## config.mk

```make
export PLATFORM = sky130hd
export DESIGN_NAME = btn_debouncer
export DESIGN_NICKNAME = d
export VERILOG_FILES = /design/src/rtl/btn_debouncer_pkg.sv /design/src/rtl/btn_debouncer_sync_2ff.sv /design/src/rtl/btn_debouncer.sv
export SDC_FILE = /design/constraint.sdc
export NUM_CORES = 1
export LEC_CHECK = 0
export ABC_AREA = 1
export CORE_AREA = 3 3 55 68
export DETAILED_ROUTE_END_ITERATION = 10
export DIE_AREA = 0 0 58 71
export DONT_BUFFER_PORTS = 1
export GPL_ROUTABILITY_DRIVEN = 0
export MAX_ROUTING_LAYER = met4
export SYNTH_ARGS = -nofsm -noshare
export SYNTH_HDL_FRONTEND = slang
export SYNTH_SLANG_ARGS = --single-unit
```

## constraint.sdc

```tcl
create_clock -name clk -period 3.8 [get_ports clk]
set_input_delay 0.38 -clock clk [delete_from_list [all_inputs] [get_ports clk]]
set_output_delay 0.38 -clock clk [all_outputs]
set_load 0.02 [all_outputs]
```

## src/rtl/btn_debouncer_pkg.sv

```systemverilog
// Shared definitions for push-button input conditioning: debounce FSM encoding
// and the default acceptance window.
package btn_debouncer_pkg;

    typedef enum logic [1:0] {
        ST_IDLE        = 2'd0,
        ST_PRESS_CHK   = 2'd1,
        ST_HELD        = 2'd2,
        ST_RELEASE_CHK = 2'd3
    } deb_state_t;

    // 1 ms at 50 MHz
    localparam int DEBOUNCE_CYCLES_DEF = 50000;

endpackage

```

## src/rtl/btn_debouncer_sync_2ff.sv

```systemverilog
// Two-flop synchroniser for an asynchronous pin entering the clk domain.
// Both flops reset to RESET_VAL so the output starts at a known idle level.
module sync_2ff #(
    parameter logic RESET_VAL = 1'b0
) (
    input  logic clk,
    input  logic reset,
    input  logic i_d,
    output logic o_q
);

    logic r_meta;
    logic r_sync;

    always_ff @(posedge clk or posedge reset) begin
        if (reset) begin
            r_meta <= RESET_VAL;
            r_sync <= RESET_VAL;
        end else begin
            r_meta <= i_d;
            r_sync <= r_meta;
        end
    end

    assign o_q = r_sync;

endmodule

```

## src/rtl/btn_debouncer.sv

```systemverilog
// Push-button debouncer: polarity normalisation, 2-FF synchroniser and a
// four-state acceptance FSM producing a clean level plus press/release strobes.
module btn_debouncer
    import btn_debouncer_pkg::*;
#(
    parameter int DEBOUNCE_CYCLES = DEBOUNCE_CYCLES_DEF,
    parameter bit ACTIVE_LOW      = 1'b1
) (
    input  logic clk,
    input  logic reset,
    input  logic btn_raw,
    output logic btn_level,
    output logic btn_press,
    output logic btn_release
);

    localparam int                 CNT_W    = $clog2(DEBOUNCE_CYCLES);
    localparam logic [CNT_W-1:0]   CNT_LAST = CNT_W'(DEBOUNCE_CYCLES - 1);

    logic             w_pin_norm;
    logic             w_s;
    deb_state_t       r_state;
    deb_state_t       w_state_nxt;
    logic [CNT_W-1:0] r_cnt;
    logic [CNT_W-1:0] w_cnt_nxt;
    logic             r_level;
    logic             w_level_nxt;
    logic             r_press;
    logic             w_press_nxt;
    logic             r_release;
    logic             w_release_nxt;

    assign w_pin_norm = ACTIVE_LOW ? ~btn_raw : btn_raw;

    sync_2ff #(
        .RESET_VAL (1'b0)
    ) u_sync (
        .clk   (clk),
        .reset (reset),
        .i_d   (w_pin_norm),
        .o_q   (w_s)
    );

    always_ff @(posedge clk or posedge reset) begin
        if (reset) begin
            r_state   <= ST_IDLE;
            r_cnt     <= '0;
            r_level   <= 1'b0;
            r_press   <= 1'b0;
            r_release <= 1'b0;
        end else begin
            r_state   <= w_state_nxt;
            r_cnt     <= w_cnt_nxt;
            r_level   <= w_level_nxt;
            r_press   <= w_press_nxt;
            r_release <= w_release_nxt;
        end
    end

    // Any disagreement of s during a check state drops back and restarts from zero.
    always_comb begin
        w_state_nxt   = r_state;
        w_cnt_nxt     = r_cnt;
        w_press_nxt   = 1'b0;
        w_release_nxt = 1'b0;
        case (r_state)
            ST_IDLE: begin
                if (w_s) begin
                    w_state_nxt = ST_PRESS_CHK;
                    w_cnt_nxt   = '0;
                end
            end
            ST_PRESS_CHK: begin
                if (!w_s) begin
                    w_state_nxt = ST_IDLE;
                    w_cnt_nxt   = '0;
                end else if (r_cnt == CNT_LAST) begin
                    w_state_nxt = ST_HELD;
                    w_cnt_nxt   = '0;
                    w_press_nxt = 1'b1;
                end else begin
                    w_cnt_nxt = r_cnt + 1'b1;
                end
            end
            ST_HELD: begin
                if (!w_s) begin
                    w_state_nxt = ST_RELEASE_CHK;
                    w_cnt_nxt   = '0;
                end
            end
            ST_RELEASE_CHK: begin
                if (w_s) begin
                    w_state_nxt = ST_HELD;
                    w_cnt_nxt   = '0;
                end else if (r_cnt == CNT_LAST) begin
                    w_state_nxt   = ST_IDLE;
                    w_cnt_nxt     = '0;
                    w_release_nxt = 1'b1;
                end else begin
                    w_cnt_nxt = r_cnt + 1'b1;
                end
            end
            default: begin
                w_state_nxt = ST_IDLE;
                w_cnt_nxt   = '0;
            end
        endcase
        w_level_nxt = (w_state_nxt == ST_HELD) || (w_state_nxt == ST_RELEASE_CHK);
    end

    assign btn_level   = r_level;
    assign btn_press   = r_press;
    assign btn_release = r_release;

endmodule
```

==> results.cfg <==
[timing]
fin_crit_ns = 1.421
slew_headroom_pct = 41.99
tightest_slew_ns = 0.8692
skew_ns = 0.003138
finalHoldViolations = 0
setup-violations-final = 0
max_clock_freq_ghz = 0.7040
finalCritPeriodShare_pct = 37.38
rsz0062_at_grt = no
fin_setup_tns_ns = 0
finalMaxSlewViolations = 0

[power]
irDropWorstVdd_mv = 0.1475
power_density_nw_per_um2 = 322.1
power.total_uw = 426.7
p_leak_nw = 0.6445

[place]
dpl.hpwl_mm = 1.745
port_buffers = 0

[clock_tree]
cts_tree = done
clkLatencyLatePin_ns = 0.27
cts_buffers = 3
cts_max_level = 1
clkSinkCount = 23
post_cts_buffers = 0
root_buffer = clkbuf_8
hold_buffers = 0
cts_max_path_buffers = 2
cts_resized = 0
clkTransAtPathRegs_ns = 0.08

[min_path]
min_path_cells = 1
hold_start = btn_raw
holdPathEnd = u_sync.r_meta$_DFF_PP0_
hold_class = in -> reg

[cells_and_area]
syn_to_final_growth_pct = 6.432
final_common_cell = nand2_1
n_antenna_cell = 0
multi_input_area_sq_um = 575.6
seq_area_sq_um = 575.6
nNetsFinal = 166
final_cell_mix = 42 x nand2_1, 29 x nor2_1, 23 x dfrtp_1, 19 x inv_1, 7 x nand3_1
drive_above_1_share_pct = 13.04
fill_cells = 340

[floorplanning]
core_sq_um = 3223
die-area_sq_um = 4118
start_util_pct = 38.63
io_pins = 6
die_w_um = 58
num_rows = 23
die-height_um = 71

[job]
drv_cap = 0

[outcome]
status = completed

[global_routing]
overflow = 0
grt_pass1_vias = 980
grt_max_degree = 24
grtUsageTotal_pct = 14.02
antenna_found_initial = 0
grt_pass1_wl_mm = 4.291

[logic_synthesis]
synth_cell_type_count = 23
synth_seq_cells = 23
synthCells = 158
syn_area_sq_um = 1245
yosys-top-cells-area = dfrtp_1 46%, nand2_1 13%, nor2_1 8.7%, inv_1 5.7%, xor2_1 4.2%
yosysSeqAreaShare_pct = 46.23
avgSynthCellArea_sq_um = 7.879
synth_fp_nets = 162
yosysWarnings = 0
yosys.area.top_type = dfrtp_1
synth_top_area_share_pct = 46.23

[critical_path]
arrival_ns = 1.58
path_delay_family = simple AND/OR/NAND/NOR gates
cpPeakStageDelay_ns = 0.39
r2r_cells = 8
cp_max_fo = 7
r2r_setup_slack_ns = 2.38
crit_top_cell = nor2_1
cpMaxStageDelayCell = dfrtp_1
critical_path_class = reg -> reg
endpoint_kind = flop
critPathBufInv = 1
r2r_start = r_cnt[0]$_DFFE_PP0P_
worstSetupStartpointType = flop
required_ns = 3.96
crit_chain = ha_1, nand3_2, nor2_1, nand2_1, nand2_2, nand2_4, inv_2, nor2_1
worstReg2RegEnd = r_cnt[10]$_DFFE_PP0P_

[detailed_routing]
drc = 0
vias = 994
drtIter0Drc = 25
via_per_inst = 5.020
routed_wl_mm = 2.332
postRouteAntennaNets = 0
first_pass_iters = 4
avgRoutedWirePerCell_um = 11.78
-- report_power, final --
part           switching (mW)  internal, mW  total, mW  leakage (nW)
clock network          0.0780        0.0749      0.153        0.0228
logic                  0.0178       0.00559     0.0234         0.309
registers             0.00250         0.248      0.250         0.313
-- per-stage QoR --
step           worst slack, ns  hold WS [ns]  cell area, sq um  cells  utilization (%)
2_1_floorplan            2.571        0.3312              1245    158                -
3_3_place_gp             2.396        0.3324              1280    194            39.71
3_5_place_dp             2.374        0.3372              1280    194            39.71
4_1_cts                  2.363        0.1600              1325    198            41.11
5_1_grt                  2.236        0.1511              1325    198            41.11
6_report                 2.379        0.1617              1325    198            41.11
-- sequential cells by signal, summed over array words and instances (netlist names) --
signal         flops
r_cnt             16
r_state            2
btn_level          1
btn_press          1
btn_release        1
u_sync.o_q         1
u_sync.r_meta      1
-- cell type report --
| type | instances | share of cell area [%] |
|---|---|---|
| well taps | 37 | 3.494 |
| flip-flops and latches | 23 | 43.44 |
| inverters | 22 | 6.232 |
| clock buffers | 4 | 3.399 |
| multi-input cells | 112 | 43.44 |
-- worst max-delay path by stage --
stage                    startpoint                     to  slack, ns  cells past startpoint
2_1_floorplan  r_cnt[0]$_DFFE_PP0P_  r_cnt[10]$_DFFE_PP0P_       2.57                      8
3_3_place_gp   r_cnt[0]$_DFFE_PP0P_  r_cnt[10]$_DFFE_PP0P_       2.40                      8
3_5_place_dp   r_cnt[0]$_DFFE_PP0P_  r_cnt[10]$_DFFE_PP0P_       2.37                      8
4_1_cts        r_cnt[0]$_DFFE_PP0P_  r_cnt[10]$_DFFE_PP0P_       2.36                      8
5_1_grt        r_cnt[0]$_DFFE_PP0P_  r_cnt[12]$_DFFE_PP0P_       2.24                      6
6_report       r_cnt[0]$_DFFE_PP0P_  r_cnt[10]$_DFFE_PP0P_       2.38                      8
-- cell usage after synthesis, drive strengths merged --
cell and count:
buf 1, xor2 6, nor2 33, a21oi 4
o22ai 1, nand4 3, nor3 2, nand3 10
o21bai 1, o21ai 3, inv 22, nand2 47
a31oi 1, dfrtp 23, ha 1
-- cells by family (layout without fill, tap and decap cells) --
group / Yosys count / in the layout / share of synthesized area (%)
AO/OA/AOI/OAI: 10 / 10 / 5.327
XOR/XNOR: 6 / 6 / 4.221
adder cells (fa/ha/maj): 1 / 1 / 1.005
buffers and inverters: 23 / 26 / 7.538
flip-flops: 23 / 23 / 46.23
AND/OR/NAND/NOR: 95 / 95 / 35.68
-- per-layer routing --
metal  vias to the layer above  share of wire, %  GRT usage [%]
met3                         7               2.2          2.737
met2                        11                52          23.12
met5                         -                 0              -
met4                         0               2.8          6.959
li1                        491                 -              -
met1                       485                42          15.94
Note: power is estimated with default switching activity, not from simulation.
==> RTL change, RTL diff (config.mk and constraints unchanged) <==
The package constant `DEBOUNCE_CYCLES_DEF` goes from 50000 to 25000.
--- a/src/rtl/btn_debouncer_pkg.sv
+++ b/src/rtl/btn_debouncer_pkg.sv
@@ -12,3 +12,3 @@
     // 1 ms at 50 MHz
-    localparam int DEBOUNCE_CYCLES_DEF = 50000;
+    localparam int DEBOUNCE_CYCLES_DEF = 25000;
 
Check against the original RTL: no difference found for any inputs over 10 cycles, from zero or initial values and one cycle with reset high; that may be too few to reach the edited logic, so the function may still have changed.
==> RTL change against the unedited design <==
- worst setup slack got worse by 0.057 ns
- cell area is 0.76% lower
- critical endpoint is now r_cnt[3]
- sequential cell count down 2
- critical path type unchanged
- clock power shrank 3%
- area after synthesis is 0.90% lower
- total power shrank 5.5%
- wire length up 0.60%
==> RTL change: results (changes against the unedited design) <==
| Metric | Value |
|---|---|
| Vias in the first global route | `907 (was 980)` |
| Post-DP HPWL | `1.747 mm (was 1.745 mm)` |
| Clock slew at reported path FFs | `0.08 ns (about the same)` |
| Cts bufs inserted | `3 (unchanged)` |
| WL per Instance | `11.67 µm (was 11.78 µm)` |
| Synth top area cells | `dfrtp_1 43%, nand2_1 14%, nor2_1 7.9% (was dfrtp_1 46%, nand2_1 13%, nor2_1 8.7%)` |
| Worst Setup SP | `r_cnt[0] (unchanged)` |
| Most frequent cells after synthesis | `45 x nand2_1, 26 x nor2_1, 22 x inv_1, 21 x dfrtp_1, 9 x nand3_1 (was 42 x nand2_1, 29 x nor2_1, 23 x dfrtp_1, 19 x inv_1, 7 x nand3_1)` |
| Distinct cells, synth | `25 (was 23)` |
| CP top delay family | `simple AND/OR/NAND/NOR gates (unchanged)` |
| Top reg by flops | `r_cnt (unchanged)` |
| Slew headroom | `0.4706 (was 0.4199)` |
| Detailed Routing Iterations Pass 1 | `4 (unchanged)` |
| Detailed router's first-iteration violation count | `35 (was 25)` |
| Vias per inst | `4.801 (was 5.020)` |
| Worst path slowest cell | `dfrtp_1 (unchanged)` |
| Area after DPL | `1269 µm² (was 1280 µm²)` |
| Initial antenna violation count | `0 (unchanged)` |
| GRT Resource Usage Total | `0.1281 (was 0.1402)` |
| Status | `complete, no violations (unchanged)` |
| Detailed-route DRC error count | `0 (unchanged)` |
| Lkg Pwr | `0.6529 nW (was 0.6445 nW)` |
| Reg2Reg Depth | `10 (was 8)` |
| Crit-path max FO | `6 (was 7)` |
| Deepest clock path buffer count | `2 (unchanged)` |
| CP bufs+invs | `2 (was 1)` |
| Clk_skew | `0.007526 ns (was 0.003138 ns)` |
| Skew-Pair Late Insertion Delay | `0.27 ns (about the same)` |
| Nets | `169 (was 166)` |
| Crit path largest cell delay | `0.43 ns (was 0.39 ns)` |
| Peak supply drop | `0.2543 mV (was 0.1475 mV)` |
| Register area share after synthesis | `0.4260 (was 0.4623)` |
| Post-CTS Setup Inserts | `0 (unchanged)` |
| Share of cells above drive strength 1 | `0.1402 (was 0.1304)` |
| Full die area | `4118 µm² (unchanged)` |
| Max reg flops | `15 (was 16)` |
| First-pass GRT wire length | `4.008 mm (was 4.291 mm)` |
| Post-synth ARST share | `1.000 (unchanged)` |
| Post_cts resized | `0 (unchanged)` |
| IO Port Bufs | `0 (unchanged)` |
| CP arrival | `1.64 ns (was 1.58 ns)` |
| Worst hold path type | `in2async (was in2reg)` |
| Number of diodes | `0 (unchanged)` |
| Synth Warn # | `0 (unchanged)` |
| CTS H-tree lvls | `1 (unchanged)` |
| CTS Root Cell | `clkbuf_8 (unchanged)` |
| Largest net degree at the start of global routing | `22 (was 24)` |
RTL change: logic make-up after synthesis:
family	Yosys count	share of synthesized area
flops	21	0.4260
simple gates	100	0.4047
xor+xnor	4	0.02839
fa+ha+maj	1	0.01014
buf+inv	26	0.08723
compound gates	9	0.04360
RTL change: worst paths after layout:
path                            endpoint  slack (ns)
hold reg to reg               u_sync.o_q        0.35
hold / removal                  r_cnt[2]        0.15
min in group clk           u_sync.r_meta        0.17
setup / recovery                r_cnt[3]        2.32
max in group asynchronous       r_cnt[7]        3.16
setup reg to reg                r_cnt[3]        2.32
RTL change: metrics by stage:
stage,setup slack [ns],util,std cells
global placement,2.318,0.3936,197
global route,2.146,0.4080,201
floorplan,2.506,-,161
CTS,2.317,0.4080,201
detailed placement,2.327,0.3936,197
finish,2.322,0.4080,201
RTL change: report_power, final:
group	total, mW	internal (mW)	switching, mW
Combinational	0.0237	0.00572	0.0180
Sequential	0.230	0.227	0.00351
Clock	0.149	0.0732	0.0762
RTL change: final cells by class:
type,instances,area (µm²)
clock inverters,1,5.005
well taps,37,46.29
clock buffers,3,41.29
multi-input cells,114,600.6
inverters,25,96.34
fillers,330,1908
flip-flops and latches,21,525.5
RTL change: per-layer routing:
layer,track usage,up-vias,part of all wire
met2,0.2123,16,0.49
met1,0.1506,441,0.46
met3,0.02737,4,0.034
met5,-,-,0
met4,0.04639,0,0.016
li1,-,504,-
